**config.mk**
```make
export PLATFORM = sky130hd
export DESIGN_NAME = vga_pixel_capture_flat
export DESIGN_NICKNAME = d
export VERILOG_FILES = /design/src/rtl/vga_pixel_capture_if.sv /design/src/rtl/vga_pixel_capture.sv /design/src/flat_wrapper.sv
export SDC_FILE = /design/constraint.sdc
export NUM_CORES = 1
export LEC_CHECK = 0
export CORE_MARGIN = 10
export CORE_UTILIZATION = 24
export DETAILED_ROUTE_END_ITERATION = 8
export PLACE_DENSITY = 0.49
export SETUP_SLACK_MARGIN = 0.05
export SLEW_MARGIN = 20
export SYNTH_ARGS = -nofsm -noshare
export SYNTH_HDL_FRONTEND = slang
export SYNTH_SLANG_ARGS = --single-unit
```
**constraint.sdc**
```tcl
create_clock -name pixel_clk_2x -period 2.5 [get_ports pixel_clk_2x]
set_clock_uncertainty 0.15 [all_clocks]
set_input_delay 0.25 -clock pixel_clk_2x [delete_from_list [all_inputs] [get_ports pixel_clk_2x]]
set_output_delay 0.25 -clock pixel_clk_2x [all_outputs]
set_load 0.01 [all_outputs]
```
**src/rtl/vga_pixel_capture_if.sv**
```systemverilog
// Signal bundle between the VGA pin side and the frame-buffer writer.
// The driver (pins/bench) uses the master modport; the capture block uses the slave modport.
interface vga_pixel_capture_if;
    logic        hsync;
    logic        vsync;
    logic [11:0] vga_in;
    logic [23:0] pixel_data;
    logic        pixel_valid;
    logic [10:0] pixel_x;
    logic [9:0]  line_y;
    logic        line_done;
    logic        phase_err;
    logic        ovf_err;

    modport master (
        output hsync,
        output vsync,
        output vga_in,
        input  pixel_data,
        input  pixel_valid,
        input  pixel_x,
        input  line_y,
        input  line_done,
        input  phase_err,
        input  ovf_err
    );

    modport slave (
        input  hsync,
        input  vsync,
        input  vga_in,
        output pixel_data,
        output pixel_valid,
        output pixel_x,
        output line_y,
        output line_done,
        output phase_err,
        output ovf_err
    );
endinterface

```
**src/rtl/vga_pixel_capture.sv**
```systemverilog
// Pairs 12-bit half-words sampled on pixel_clk_2x into 24-bit pixels (high half first),
// tags them with column/line coordinates and flags odd-length or overlong lines.
module vga_pixel_capture #(
    parameter int H_PIXELS = 1024,
    parameter int V_LINES  = 768
) (
    input  logic                  pixel_clk_2x,
    input  logic                  reset,
    vga_pixel_capture_if.slave    bus
);

    localparam logic [10:0] COL_MAX   = 11'(H_PIXELS);
    localparam logic [9:0]  LAST_LINE = 10'(V_LINES - 1);

    typedef enum logic {
        ST_HI = 1'b0,
        ST_LO = 1'b1
    } state_t;

    state_t state, state_nxt;

    logic        hsync_p1, hsync_p2;
    logic        vsync_p1, vsync_p2;
    logic [11:0] vga_p1;

    logic [11:0] hi_reg;
    logic [10:0] col_cnt;

    logic        latch_hi;
    logic        emit;
    logic        ovf_nxt;
    logic        phase_nxt;

    logic        line_end;
    logic        frame_start;
    logic        col_full;

    logic [23:0] pixel_data;
    logic        pixel_valid;
    logic [10:0] pixel_x;
    logic [9:0]  line_y;
    logic        line_done;
    logic        phase_err;
    logic        ovf_err;

    // ---- stage p1: pin registers; stage p2: previous sync levels for edge detection ----
    always_ff @(posedge pixel_clk_2x or posedge reset) begin
        if (reset) begin
            hsync_p1 <= 1'b0;
            vsync_p1 <= 1'b0;
            vga_p1   <= '0;
            hsync_p2 <= 1'b0;
            vsync_p2 <= 1'b0;
        end else begin
            hsync_p1 <= bus.hsync;
            vsync_p1 <= bus.vsync;
            vga_p1   <= bus.vga_in;
            hsync_p2 <= hsync_p1;
            vsync_p2 <= vsync_p1;
        end
    end

    assign line_end    = ~hsync_p1 & hsync_p2;
    assign frame_start = vsync_p1 & ~vsync_p2;
    assign col_full    = (col_cnt == COL_MAX);

    // ---- pairing FSM: state register ----
    always_ff @(posedge pixel_clk_2x or posedge reset) begin
        if (reset) begin
            state <= ST_HI;
        end else begin
            state <= state_nxt;
        end
    end

    always_comb begin
        state_nxt = state;
        case (state)
            ST_HI:   if (hsync_p1) state_nxt = ST_LO;
            ST_LO:   state_nxt = ST_HI;
            default: state_nxt = ST_HI;
        endcase
    end

    // A LO state always follows a sampled-high hsync, so a low hsync here means
    // the window closed on an unpaired high half.
    always_comb begin
        latch_hi  = 1'b0;
        emit      = 1'b0;
        ovf_nxt   = 1'b0;
        phase_nxt = 1'b0;
        case (state)
            ST_HI: begin
                latch_hi = hsync_p1;
            end
            ST_LO: begin
                if (hsync_p1) begin
                    if (col_full) begin
                        ovf_nxt = 1'b1;
                    end else begin
                        emit = 1'b1;
                    end
                end else begin
                    phase_nxt = 1'b1;
                end
            end
            default: begin
                latch_hi = 1'b0;
            end
        endcase
    end

    // ---- stage p3: assembled pixel, coordinates and status pulses ----
    always_ff @(posedge pixel_clk_2x or posedge reset) begin
        if (reset) begin
            hi_reg      <= '0;
            pixel_data  <= '0;
            pixel_x     <= '0;
            pixel_valid <= 1'b0;
            ovf_err     <= 1'b0;
            phase_err   <= 1'b0;
            line_done   <= 1'b0;
        end else begin
            if (latch_hi) begin
                hi_reg <= vga_p1;
            end
            if (emit) begin
                pixel_data <= {hi_reg, vga_p1};
                pixel_x    <= col_cnt;
            end
            pixel_valid <= emit;
            ovf_err     <= ovf_nxt;
            phase_err   <= phase_nxt;
            line_done   <= line_end;
        end
    end

    // Column count saturates at the line limit; only a line end clears it.
    always_ff @(posedge pixel_clk_2x or posedge reset) begin
        if (reset) begin
            col_cnt <= '0;
        end else if (line_end) begin
            col_cnt <= '0;
        end else if (emit) begin
            col_cnt <= col_cnt + 11'd1;
        end
    end

    // Frame start overrides a coincident line increment.
    always_ff @(posedge pixel_clk_2x or posedge reset) begin
        if (reset) begin
            line_y <= '0;
        end else if (frame_start) begin
            line_y <= '0;
        end else if (line_end) begin
            line_y <= (line_y == LAST_LINE) ? 10'd0 : line_y + 10'd1;
        end
    end

    assign bus.pixel_data  = pixel_data;
    assign bus.pixel_valid = pixel_valid;
    assign bus.pixel_x     = pixel_x;
    assign bus.line_y      = line_y;
    assign bus.line_done   = line_done;
    assign bus.phase_err   = phase_err;
    assign bus.ovf_err     = ovf_err;

endmodule

```
**src/flat_wrapper.sv**
```systemverilog
// flat-port wrapper written by rule: the top's interface ports become plain ports
module vga_pixel_capture_flat 
#(
    parameter int H_PIXELS = 1024,
    parameter int V_LINES  = 768
)
  (pixel_clk_2x, reset, bus_hsync, bus_vsync, bus_vga_in, bus_pixel_data, bus_pixel_valid, bus_pixel_x, bus_line_y, bus_line_done, bus_phase_err, bus_ovf_err);
  vga_pixel_capture_if bus_i ();
  input  logic pixel_clk_2x;
  input  logic reset;
  input wire logic [$bits(bus_i.hsync)-1:0] bus_hsync;
  input wire logic [$bits(bus_i.vsync)-1:0] bus_vsync;
  input wire logic [$bits(bus_i.vga_in)-1:0] bus_vga_in;
  output wire logic [$bits(bus_i.pixel_data)-1:0] bus_pixel_data;
  output wire logic [$bits(bus_i.pixel_valid)-1:0] bus_pixel_valid;
  output wire logic [$bits(bus_i.pixel_x)-1:0] bus_pixel_x;
  output wire logic [$bits(bus_i.line_y)-1:0] bus_line_y;
  output wire logic [$bits(bus_i.line_done)-1:0] bus_line_done;
  output wire logic [$bits(bus_i.phase_err)-1:0] bus_phase_err;
  output wire logic [$bits(bus_i.ovf_err)-1:0] bus_ovf_err;
  assign bus_i.hsync = bus_hsync;
  assign bus_i.vsync = bus_vsync;
  assign bus_i.vga_in = bus_vga_in;
  assign bus_pixel_data = bus_i.pixel_data;
  assign bus_pixel_valid = bus_i.pixel_valid;
  assign bus_pixel_x = bus_i.pixel_x;
  assign bus_line_y = bus_i.line_y;
  assign bus_line_done = bus_i.line_done;
  assign bus_phase_err = bus_i.phase_err;
  assign bus_ovf_err = bus_i.ovf_err;
  vga_pixel_capture #(.H_PIXELS(H_PIXELS), .V_LINES(V_LINES)) u_core (.pixel_clk_2x(pixel_clk_2x), .reset(reset), .bus(bus_i));
endmodule
```
======== Word-level counts from Yosys, hierarchy flattened ========
Cells that the tools add are included.
operators by class
  shifts and indexed selects .............. 0
  mux-type cells .......................... 16
  reduce and logical (&&, ||, !) cells .... 2
  $add $sub $neg .......................... 2
  bitwise logic cells ..................... 5
  multiply operators ...................... 0
  equal/unequal tests ..................... 2
  magnitude comparators ................... 0
  div/mod/pow operators ................... 0
operators with widths
  cell                     number
  $mux W10                 3
  $mux W11                 2
  $add A11 B1 Y11 const B  1
  $eq A11 B11 Y1 const B   1
  $add A10 B1 Y10 const B  1
  $eq A10 B10 Y1 const B   1
  $mux W1                  10
  $reduce_bool A2 Y1       2
  $not A1 Y1               3
  $and A1 B1 Y1            2
  $pmux W1 S2              1
storage, ports and cells
  register bits after elaboration ......... 89
  ROM bits ................................ 0
  input port bits ......................... 16
  bits in latches ......................... 0
  memories ................................ 0
  memory bits (writable) .................. 0
  output and inout port bits .............. 49

======== Depth between registers and ports, before layout ========
Gate-level depths: netlist of run 1.
  depth after elaboration ................. 6
  depth in mapped cells ................... 8

======== Worst setup path after synthesis of run 1 ========
OpenSTA, ideal clock, no wires.
  path kind ............................... register to register
  start point ............................. register u_core.col_cnt[3]
  end point ............................... register u_core.pixel_data[10] (netlist: u_core.bus.pixel_data[10])
  path buffers ............................ 1
  setup time .............................. 125 ps
  required time ........................... 2,225 ps
  path slack .............................. 751 ps
  data arrival time ....................... 1,473 ps
  stages on the path, launching flop included .. 7
  cell sequence ........................... dfrtp_1 > nor4_1 > nand4_1 > nand2_2 > inv_4 > buf_8 > mux2_4
on the way
  longest elaborated chain between the ends .. 4
RTL lines
  element                   RTL line                  source
  start: declaration        vga_pixel_capture.sv:27   logic [10:0] col_cnt;
  start signal: assignment  vga_pixel_capture.sv:145  col_cnt <= col_cnt + 11'd1;
  $eq A11 B11 Y1            vga_pixel_capture.sv:65   assign col_full = (col_cnt == COL_MAX);
  $mux W1                   vga_pixel_capture.sv:98   if (col_full) begin
  $mux W1                   vga_pixel_capture.sv:97   if (hsync_p1) begin
  $mux W1                   vga_pixel_capture.sv:92   case (state)
  end signal: assignment    vga_pixel_capture.sv:128  pixel_data <= {hi_reg, vga_p1};
  end: declaration          vga_pixel_capture.sv:38   logic [23:0] pixel_data;
Every way passes these cells.
A chain may end at the register's enable or synchronous reset.

======== Final worst setup path of run 1 ========
  start point ............................. register u_core.col_cnt[0]
  end point ............................... register u_core.pixel_x[9] (netlist: u_core.bus.pixel_x[9])
on the way
  longest elaborated chain between the ends .. 4
RTL lines
  element                 RTL line                  source
  $eq A11 B11 Y1          vga_pixel_capture.sv:65
  $mux W1                 vga_pixel_capture.sv:98
  $mux W1                 vga_pixel_capture.sv:97
  $mux W1                 vga_pixel_capture.sv:92
  end signal: assignment  vga_pixel_capture.sv:129  pixel_x <= col_cnt;
  end: declaration        vga_pixel_capture.sv:40   logic [10:0] pixel_x;
Every way passes these cells.

==> reports/metrics.cfg, run 1 <==
[sta]
rsz0062_at_grt=no
fmax_mhz=481
holdWs_ns=0.197
fin_ws_ns=0.420
period_minus_slack_ns=2.08
tns_ns=0
slew-limit-headroom_pct=53.4
fin_crit_sh_pct=83.2
worst_slew_pin_slew_ns=0.699
finalSetupViolCount=0
hold_viol=0
drv_slew=0

[grt]
grt_max_degree=90
grt_overflow=0
grt.total_usage_pct=7.93
antenna_found_initial=0
grt_pass1_vias=2325
grt_first_pass_wirelength_um=12600

[job]
cap_violations=0

[setup_path]
slowest_stage=inv_4
required_ns=2.57
cp-start-kind=register
arrival_ns=2.15
crit_chain=inv_1 > ha_1 > nand4_1 > nand2_2 > inv_4 > mux2_2
critPathKind=register to register
cp_max_fo=37
cpPeakStageDelay_ns=0.47
endpoint_kind=register

[floorplan]
die_h_um=141
num_rows=44
floorplan.initialDensity_pct=24.3
die_w_um=141
ios=65
die-area_um2=19900
core_um2=14400

[cells_and_area]
diodes=0
largest_reg_flops=24
final_cells=499
drive_gt1_share_pct=23.2
fin_nets=329
syn2layout_area_growth_pct=32.9
fill_cells=1460

[clocking]
clockBufferDepth=2
cts_resized=0
cts_max_level=3
ctsHoldBuffers=0
post_cts.repair.setup_buffers=0
clock_latency_ns=0.34
cts_tree=done
clkTransAtPathRegs_ns=0.07
clkSinkCount=89
cts-buffers-inserted=9
root_buffer=clkbuf_16

[placed_design]
gp_congestion=0.804
placed_cells_incl_taps=483
port_buffers=64
dpl.hpwl_um=5100
dpl_worst_slack_ns=0.410

[detailed_routing]
vias_per_cell=4.24
ant_nets=0
vias=2116
drt_iter0_drc=64
drc_errors=0
wl_per_cell_um=14.9
wl_um=7450
drt_pre_antenna_iters=4

[outcome]
outcome=complete, no violations

[power]
power_density_nw_per_um2=800
ir_drop_mv=0.316
p_leak_nw=2.03

[yosys]
synth_compound_area_share_pct=3.85
ys_seq_elements=89
synth.area.mux_share_pct=18.1
synthAdderAreaFrac_pct=1.07
syn_area_um2=3510
netlist_instances=240
synth_warnings=0
synth_edf_count=0
synth-simple-area-share_pct=8.31
ys_seq_area_share_pct=63.5
synth_xor_area_share_pct=2.75
syn_nets=259
syn_area_per_cell_um2=14.6
synth_top_family_by_area=multiplexers
ys_types=37
async_flop_share_pct=100
synth_ff_type=dfrtp_1

[min_path]
hold_class=input pin to register

==> area by class of cell <==
cell class                 count  area, um^2  area share (%)
clock buffer                  11         253            5.42
clock inverter                 5        61.3            1.31
inverter                       6        28.8           0.617
multi-input combinational    138        1200            25.6
sequential                    89        2230            47.7
tap                          184         230            4.94
timing repair buffer          66         668            14.3
==> Yosys cell counts, types with 2 or more instances <==
library cell | instances | area share (%)
a22o_2 | 2 | 0.57
nor2b_1 | 2 | 0.36
nand2_1 | 11 | 1.2
dfrtp_1 | 89 | 63
o2111ai_1 | 2 | 0.50
a21oi_1 | 3 | 0.43
buf_8 | 2 | 0.86
xor2_1 | 7 | 1.7
mux2_2 | 20 | 6.4
or3_1 | 4 | 0.71
mux2i_1 | 2 | 0.57
nor3_1 | 2 | 0.29
nor4_1 | 2 | 0.36
buf_2 | 4 | 0.57
and3_1 | 2 | 0.36
nor2_1 | 16 | 1.7
ha_1 | 3 | 1.1
o31ai_1 | 2 | 0.43
nand3_1 | 7 | 1.0
xnor2_1 | 4 | 1.0
inv_1 | 5 | 0.53
mux2_4 | 26 | 11
o21ai_0 | 2 | 0.29
nand4_1 | 4 | 0.71
a211oi_1 | 2 | 0.43
nand2b_1 | 4 | 0.71
==> critical path, delay by kind of cell, from the launching register on <==
family / cells / cell delay [ns]
muxes: 1 / 0.40
DFF: 1 / 0.43
buffers and inverters: 2 / 0.53
and+or+nand+nor: 2 / 0.23
adders and majority gates: 1 / 0.20
==> final timing paths <==
check | cells after the start | start | endpoint | slack [ns]
hold reg to reg | 0 | u_core.vsync_p1$_DFF_PP0_ | u_core.vsync_p2$_DFF_PP0_ | 0.24
min in group asynchronous | 3 | reset | u_core.bus.pixel_data[21]$_DFFE_PP0P_ | 0.26
setup / recovery | 6 | u_core.col_cnt[0]$_DFFE_PP0P_ | u_core.bus.pixel_x[9]$_DFFE_PP0P_ | 0.42
max in group asynchronous | 3 | reset | u_core.col_cnt[8]$_DFFE_PP0P_ | 1.60
hold / removal | 1 | bus_vga_in[0] | u_core.vga_p1[0]$_DFF_PP0_ | 0.20
setup reg to reg | 6 | u_core.col_cnt[0]$_DFFE_PP0P_ | u_core.bus.pixel_x[9]$_DFFE_PP0P_ | 0.42
==> metrics by stage <==
| step | area, um^2 | power [mW] | utilization, % |
|---|---|---|---|
| 3_3_place_gp | 4350 | 2.36 | 30.2 |
| 5_1_grt | 4660 | 3.92 | 32.3 |
| 6_report | 4660 | 3.73 | 32.3 |
| 3_5_place_dp | 4350 | 2.37 | 30.2 |
| 2_1_floorplan | 3510 | 2.03 | - |
| 4_1_cts | 4660 | 3.80 | 32.3 |
==> cells by family (layout without fill, tap and decap cells) <==
kind of cell / Yosys count / in the layout
buffers and inverters: 13 / 88
DFF: 89 / 89
adders and majority gates: 3 / 3
and+or+nand+nor: 58 / 58
muxes: 48 / 48
xor gates and xnor gates: 11 / 11
AOI/OAI and AO/OA: 18 / 18
==> layout by cell type, fill, tap and decap left out, drive strengths merged <==
cell type,count
clkbuf,11
nor2b,2
xor2,7
nor4,2
o21ai,3
clkinv,2
and4,2
nand2,12
nand3,7
nor3,2
a31o,1
a22o,3
ha,3
clkinvlp,1
o211ai,1
o31ai,2
buf,2
bufinv,1
and3,2
nor2,16
dfrtp,89
mux2,46
inv,7
nand4,4
a211oi,2
or3,4
o2bb2ai,1
clkdlybuf4s50,64
xnor2,4
and2,1
mux2i,2
o2111ai,2
a21oi,3
nand2b,4
==> metal layers <==
layer  GRT usage, %  vias to the layer above  wire [um]
li1               -                      978          -
met1           10.1                     1068       3490
met4           3.64                        0        150
met2           11.2                       58       3270
met5              0                        -          0
met3           3.53                       12        543
==> report_power, final <==
group / total [mW] / internal [mW] / leakage (nW) / switching, mW
clock: 1.40 / 0.836 / 0.157 / 0.567
sequential: 1.72 / 1.60 / 1.12 / 0.113
combinational: 0.614 / 0.392 / 0.753 / 0.222
(Power assumes the default switching activity.)
==> run 2: changes to the inputs <==
Clock period 2.5 ns to 1.9 ns, I/O delays scaled along.
==> reports/metrics.cfg, run 2 (synthesis gave the netlist of run 1 again) <==
[clocking]
cts-buffers-inserted=9  ; unchanged
ctsHoldBuffers=0  ; unchanged
clock_latency_ns=0.34  ; about the same
cts_tree=done
root_buffer=clkbuf_16
cts_max_level=3  ; unchanged
clockBufferDepth=2  ; unchanged
clkSinkCount=89  ; unchanged
clkTransAtPathRegs_ns=0.07  ; about the same

[setup_path]
cp_max_fo=37  ; unchanged
cpPeakStageDelay_ns=0.40  ; -0.07 ns
reg2reg_depth=5  ; -1
critPathBufInv=1  ; -1
rr_endpoint=u_core.bus.pixel_data[14]$_DFFE_PP0P_
critPathKind=register to register
reg2reg_from=u_core.col_cnt[2]$_DFFE_PP0P_
rrSetupSlack_ns=0.09  ; -0.33 ns
arrival_ns=1.88  ; -0.27 ns
cp-start-kind=register
path_depth=5  ; -1
crit_family=simple AND/OR/NAND/NOR gates
startpoint=u_core.col_cnt[2]$_DFFE_PP0P_
required_ns=1.97  ; -0.60 ns
crit_chain=nor4_2 > nand4_1 > nand2_2 > inv_8 > mux2_4
endpoint_kind=register
slowest_stage=dfrtp_1

[sta]
period_minus_slack_ns=1.81  ; -0.266 ns
slew-limit-headroom_pct=67.0  ; +14 points
fin_crit_sh_pct=95.5  ; +12 points
worst_slew_pin_slew_ns=0.493  ; -0.206 ns
hold_viol=0  ; unchanged
finalSetupViolCount=0  ; unchanged
rsz0062_at_grt=yes
drv_slew=0  ; unchanged
fmax_mhz=551  ; +15%
tns_ns=0  ; unchanged

[floorplan]
core_um2=14400  ; unchanged
floorplan.initialDensity_pct=24.3  ; unchanged
die-area_um2=19900  ; unchanged
num_rows=44  ; unchanged
die_h_um=141  ; unchanged
die_w_um=141  ; unchanged
ios=65  ; unchanged

[cells_and_area]
fin_nets=349  ; +6.1%
largest_reg_flops=24  ; unchanged
final_common_cell=dfrtp_1
regArea_um2=2230  ; unchanged
diodes=0  ; unchanged
syn2layout_area_growth_pct=38.4
final_cell_mix=89 x dfrtp_1, 64 x clkdlybuf4s50_1, 26 x mux2_4
fill_cells=1444  ; -1.1%
multi_input_area_um2=1220  ; +1.9%
final_cells=519  ; +4.0%
drive_gt1_share_pct=28.4  ; +5.2 points

[detailed_routing]
vias_per_cell=4.07  ; -3.9%
vias=2114  ; -0.095%
drt_pre_antenna_iters=4  ; unchanged
ant_nets=0  ; unchanged
drc_errors=0  ; unchanged
drt_iter0_drc=45  ; -30%
wl_per_cell_um=14.8  ; -0.99%
wl_um=7670  ; +3.0%

[outcome]
outcome=complete, no violations

[power]
p_leak_nw=2.14  ; +5.5%
ir_drop_mv=0.497  ; +57%
power_density_nw_per_um2=1020  ; +28%

[placed_design]
gp_congestion=0.801  ; -0.45%
placed_cells_incl_taps=502  ; +3.9%
port_buffers=64  ; unchanged
dpl.hpwl_um=5380  ; +5.4%

[grt]
grt_max_degree=41  ; -54%
grt_first_pass_wirelength_um=12600  ; about the same
grt_pass1_vias=2267  ; -2.5%
grt.total_usage_pct=7.96  ; +0.024 points
grt_overflow=0  ; unchanged
antenna_found_initial=0  ; unchanged

[min_path]
hold_class=input pin to async pin

[job]
cap_violations=0  ; unchanged

run 2: final cells by class:
cell class              count  area share (%)
flip-flops and latches     89            45.8
multi-input cells         138            25.1
repair buffers             86            17.1
clock buffers              13            5.56
well taps                 184            4.74
clock inverters             3           0.979
inverters                   6           0.695
run 2: where the power goes:
part	total, mW	leakage [nW]	switching, mW	internal [mW]
Sequential	2.24	1.12	0.134	2.11
Clock	1.87	0.156	0.733	1.13
Combinational	0.852	0.864	0.309	0.543
Total	4.96	2.14	1.18	3.78
run 2: worst register-to-register path, delay by kind of cell (launching register included):
family | cells | cell delay [ns]
DFF | 1 | 0.40
muxes | 1 | 0.38
and+or+nand+nor | 3 | 0.64
buffers and inverters | 1 | 0.13
run 2: what timing repair did:
| action | CTS | global route |
|---|---|---|
| endpoints found under the setup margin | 33 | 40 |
| pin swaps | 0 | 1 |
| resized for setup | 1 | 5 |
| setup buffers | 0 | 1 |
run 2: metrics by stage:
| stage | utilization [%] | power [mW] | hold WS, ns | setup slack (ns) | area, um^2 |
|---|---|---|---|---|---|
| floorplan | - | 2.68 | 0.0714 | 0.151 | 3510 |
| detailed placement | 31.2 | 3.14 | 0.245 | -0.0569 | 4510 |
| global route | 33.7 | 5.21 | 0.0665 | -0.00338 | 4860 |
| CTS | 33.5 | 5.05 | 0.0449 | 0.0554 | 4830 |
| finish | 33.7 | 4.96 | 0.0371 | 0.0862 | 4860 |
| global placement | 31.2 | 3.14 | 0.236 | -0.0400 | 4510 |
run 2: how the worst max path moves through the flow:
stage               slack (ns)                               endpoint
floorplan                 0.15  u_core.bus.pixel_data[10]$_DFFE_PP0P_
global placement         -0.04  u_core.bus.pixel_data[23]$_DFFE_PP0P_
detailed placement       -0.06      u_core.bus.pixel_x[8]$_DFFE_PP0P_
CTS                       0.06  u_core.bus.pixel_data[14]$_DFFE_PP0P_
global route            -0.003  u_core.bus.pixel_data[22]$_DFFE_PP0P_
finish                    0.09  u_core.bus.pixel_data[14]$_DFFE_PP0P_
run 2: per-layer routing:
layer	vias up	global-route usage, %	part of all wire [%]
li1	1022	-	-
met1	1033	10.2	47
met2	49	11.3	44
met3	10	3.49	7.3
met4	0	3.42	1.5
met5	-	0	0
==> run 3: changes to the inputs <==
Settings changed: PLACE_DENSITY 0.49 to 0.47.
==> reports/metrics.cfg, run 3 (synthesis gave the netlist of run 1 again) <==
[sta]
tns_ns=0  ; unchanged
worst_slew_pin_slew_ns=0.484  ; -0.00951 ns
fin_ws_ns=0.123  ; +0.0370 ns
rsz0062_at_grt=yes
fmax_mhz=563  ; +2.1%
hold_viol=0  ; unchanged
drv_slew=0  ; unchanged
holdWs_ns=0.127  ; +0.0903 ns
slew-limit-headroom_pct=67.7  ; +0.70 points
period_minus_slack_ns=1.78  ; -0.0370 ns
finalSetupViolCount=0  ; unchanged
fin_crit_sh_pct=93.5  ; -1.9 points

[floorplan]
num_rows=44  ; unchanged
die-area_um2=19900  ; unchanged
core_um2=14400  ; unchanged
ios=65  ; unchanged
die_h_um=141  ; unchanged
floorplan.initialDensity_pct=24.3  ; unchanged
die_w_um=141  ; unchanged

[clocking]
root_buffer=clkbuf_16
clock_latency_ns=0.35  ; about the same
cts-buffers-inserted=9  ; unchanged
ctsHoldBuffers=0  ; unchanged
clockBufferDepth=2  ; unchanged
cts_max_level=3  ; unchanged
cts_tree=done
clkSinkCount=89  ; unchanged
clkTransAtPathRegs_ns=0.06  ; about the same

[cells_and_area]
final_cells=521  ; +0.39%
final_cell_mix=89 x dfrtp_1, 64 x clkdlybuf4s50_1, 26 x mux2_4
syn2layout_area_growth_pct=37.8
diodes=0  ; unchanged
final_common_cell=dfrtp_1
finalInstanceArea_um2=4840  ; -0.44%
fin_nets=351  ; +0.57%
final_util_pct=33.5  ; -0.15 points
largest_reg_flops=24  ; unchanged
drive_gt1_share_pct=28.5  ; +0.13 points

[setup_path]
reg2reg_depth=5  ; unchanged
critPathKind=register to register
arrival_ns=1.86  ; -0.02 ns
rr_endpoint=u_core.bus.pixel_data[14]$_DFFE_PP0P_
reg2reg_from=u_core.col_cnt[6]$_DFFE_PP0P_
cp_max_fo=37  ; unchanged
crit_chain=nor4_2 > nand4_1 > nand2_2 > inv_8 > mux2_4
slowest_stage=dfrtp_1
endpoint_kind=register
required_ns=1.98  ; about the same
cpPeakStageDelay_ns=0.40  ; about the same
cp-start-kind=register
rrSetupSlack_ns=0.12  ; +0.04 ns

[detailed_routing]
vias=2165  ; +2.4%
wl_per_cell_um=15.1  ; +2.3%
ant_nets=0  ; unchanged
vias_per_cell=4.16  ; +2.0%
wl_um=7880  ; +2.7%
drc_errors=0  ; unchanged
drt_iter0_drc=130  ; +190%
drt_pre_antenna_iters=4  ; unchanged

[min_path]
min_path_cells=1
hold_end=u_core.vga_p1[2]$_DFF_PP0_
hold_class=input pin to register
worstHoldStart=bus_vga_in[2]

[job]
cap_violations=0  ; unchanged

[placed_design]
placed_cells_incl_taps=503  ; +0.20%
dpl_worst_slack_ns=-0.0430  ; +0.0139 ns
placed_area_um2=4500  ; -0.11%
gp_congestion=0.750  ; -6.3%
port_buffers=64  ; unchanged
dpl.hpwl_um=5300  ; -1.5%

[grt]
grt_first_pass_wirelength_um=13300  ; +5.5%
grt_overflow=0  ; unchanged
grt.total_usage_pct=8.53  ; +0.57 points
grt_max_degree=90  ; +120%
grt_pass1_vias=2372  ; +4.6%
antenna_found_initial=0  ; unchanged

[power]
p_leak_nw=2.13  ; -0.36%
ir_drop_mv=0.417  ; -16%
p_total_mw=4.92  ; -0.84%
power_density_nw_per_um2=1020  ; -0.41%

[outcome]
outcome=complete, no violations

-- run 3: cell types whose count changed in the layout (fill, tap and decap cells not counted) --
cell        before  now
nand2b_1         3    4
inv_6            0    3
clkinv_2         0    1
clkbuf_1         1    0
nor4_1           0    1
clkinv_4         2    1
buf_4           20   23
clkinvlp_4       1    2
clkbuf_8         3    0
buf_12           2    1
nand2b_2         1    0
nor4_2           2    1
-- run 3: cell type report --
| class | count | area, um^2 |
|---|---|---|
| clock buffers | 9 | 225 |
| clock inverters | 7 | 77.6 |
| fillers | 1444 | 9590 |
| inverters | 6 | 33.8 |
| multi-input cells | 138 | 1210 |
| flip-flops and latches | 89 | 2230 |
| well taps | 184 | 230 |
| repair buffers | 88 | 833 |
-- run 3: power by group --
| group | switching, mW | internal [mW] | leakage [nW] | total, mW |
|---|---|---|---|---|
| logic | 0.315 | 0.545 | 0.866 | 0.861 |
| clock network | 0.778 | 1.03 | 0.147 | 1.81 |
| registers | 0.139 | 2.11 | 1.12 | 2.25 |
| total | 1.23 | 3.69 | 2.13 | 4.92 |
-- run 3: metal layers --
metal  wire, um  global-route usage (%)  up-vias
met2       3200                    11.1       56
met3        774                    4.87       12
met5          0                       0        -
met1       3770                    11.0     1072
li1           -                       -     1025
met4        141                    3.75        0
-- run 3: worst max-delay path by stage --
stage / start / endpoint / slack, ns
CTS: u_core.col_cnt[6]$_DFFE_PP0P_ / u_core.bus.pixel_data[10]$_DFFE_PP0P_ / 0.06
global route: u_core.col_cnt[0]$_DFFE_PP0P_ / u_core.bus.pixel_data[23]$_DFFE_PP0P_ / 0.02
floorplan: u_core.col_cnt[3]$_DFFE_PP0P_ / u_core.bus.pixel_data[10]$_DFFE_PP0P_ / 0.15
global placement: u_core.col_cnt[6]$_DFFE_PP0P_ / u_core.bus.pixel_data[6]$_DFFE_PP0P_ / -0.04
finish: u_core.col_cnt[6]$_DFFE_PP0P_ / u_core.bus.pixel_data[14]$_DFFE_PP0P_ / 0.12
detailed placement: u_core.col_cnt[6]$_DFFE_PP0P_ / u_core.bus.pixel_data[0]$_DFFE_PP0P_ / -0.04
-- run 3: critical path: cells and delay by family, from the launching register on --
family                 cells  cell delay, ns
buffers and inverters      1            0.13
DFF                        1            0.40
muxes                      1            0.33
and+or+nand+nor            3            0.62
-- run 3: repair_timing --
action,in CTS,in global routing
hold endpoints to repair,0,0
pin swaps,0,1
setup buffers,0,2
gates resized for setup,2,2
setup endpoints to repair,34,37
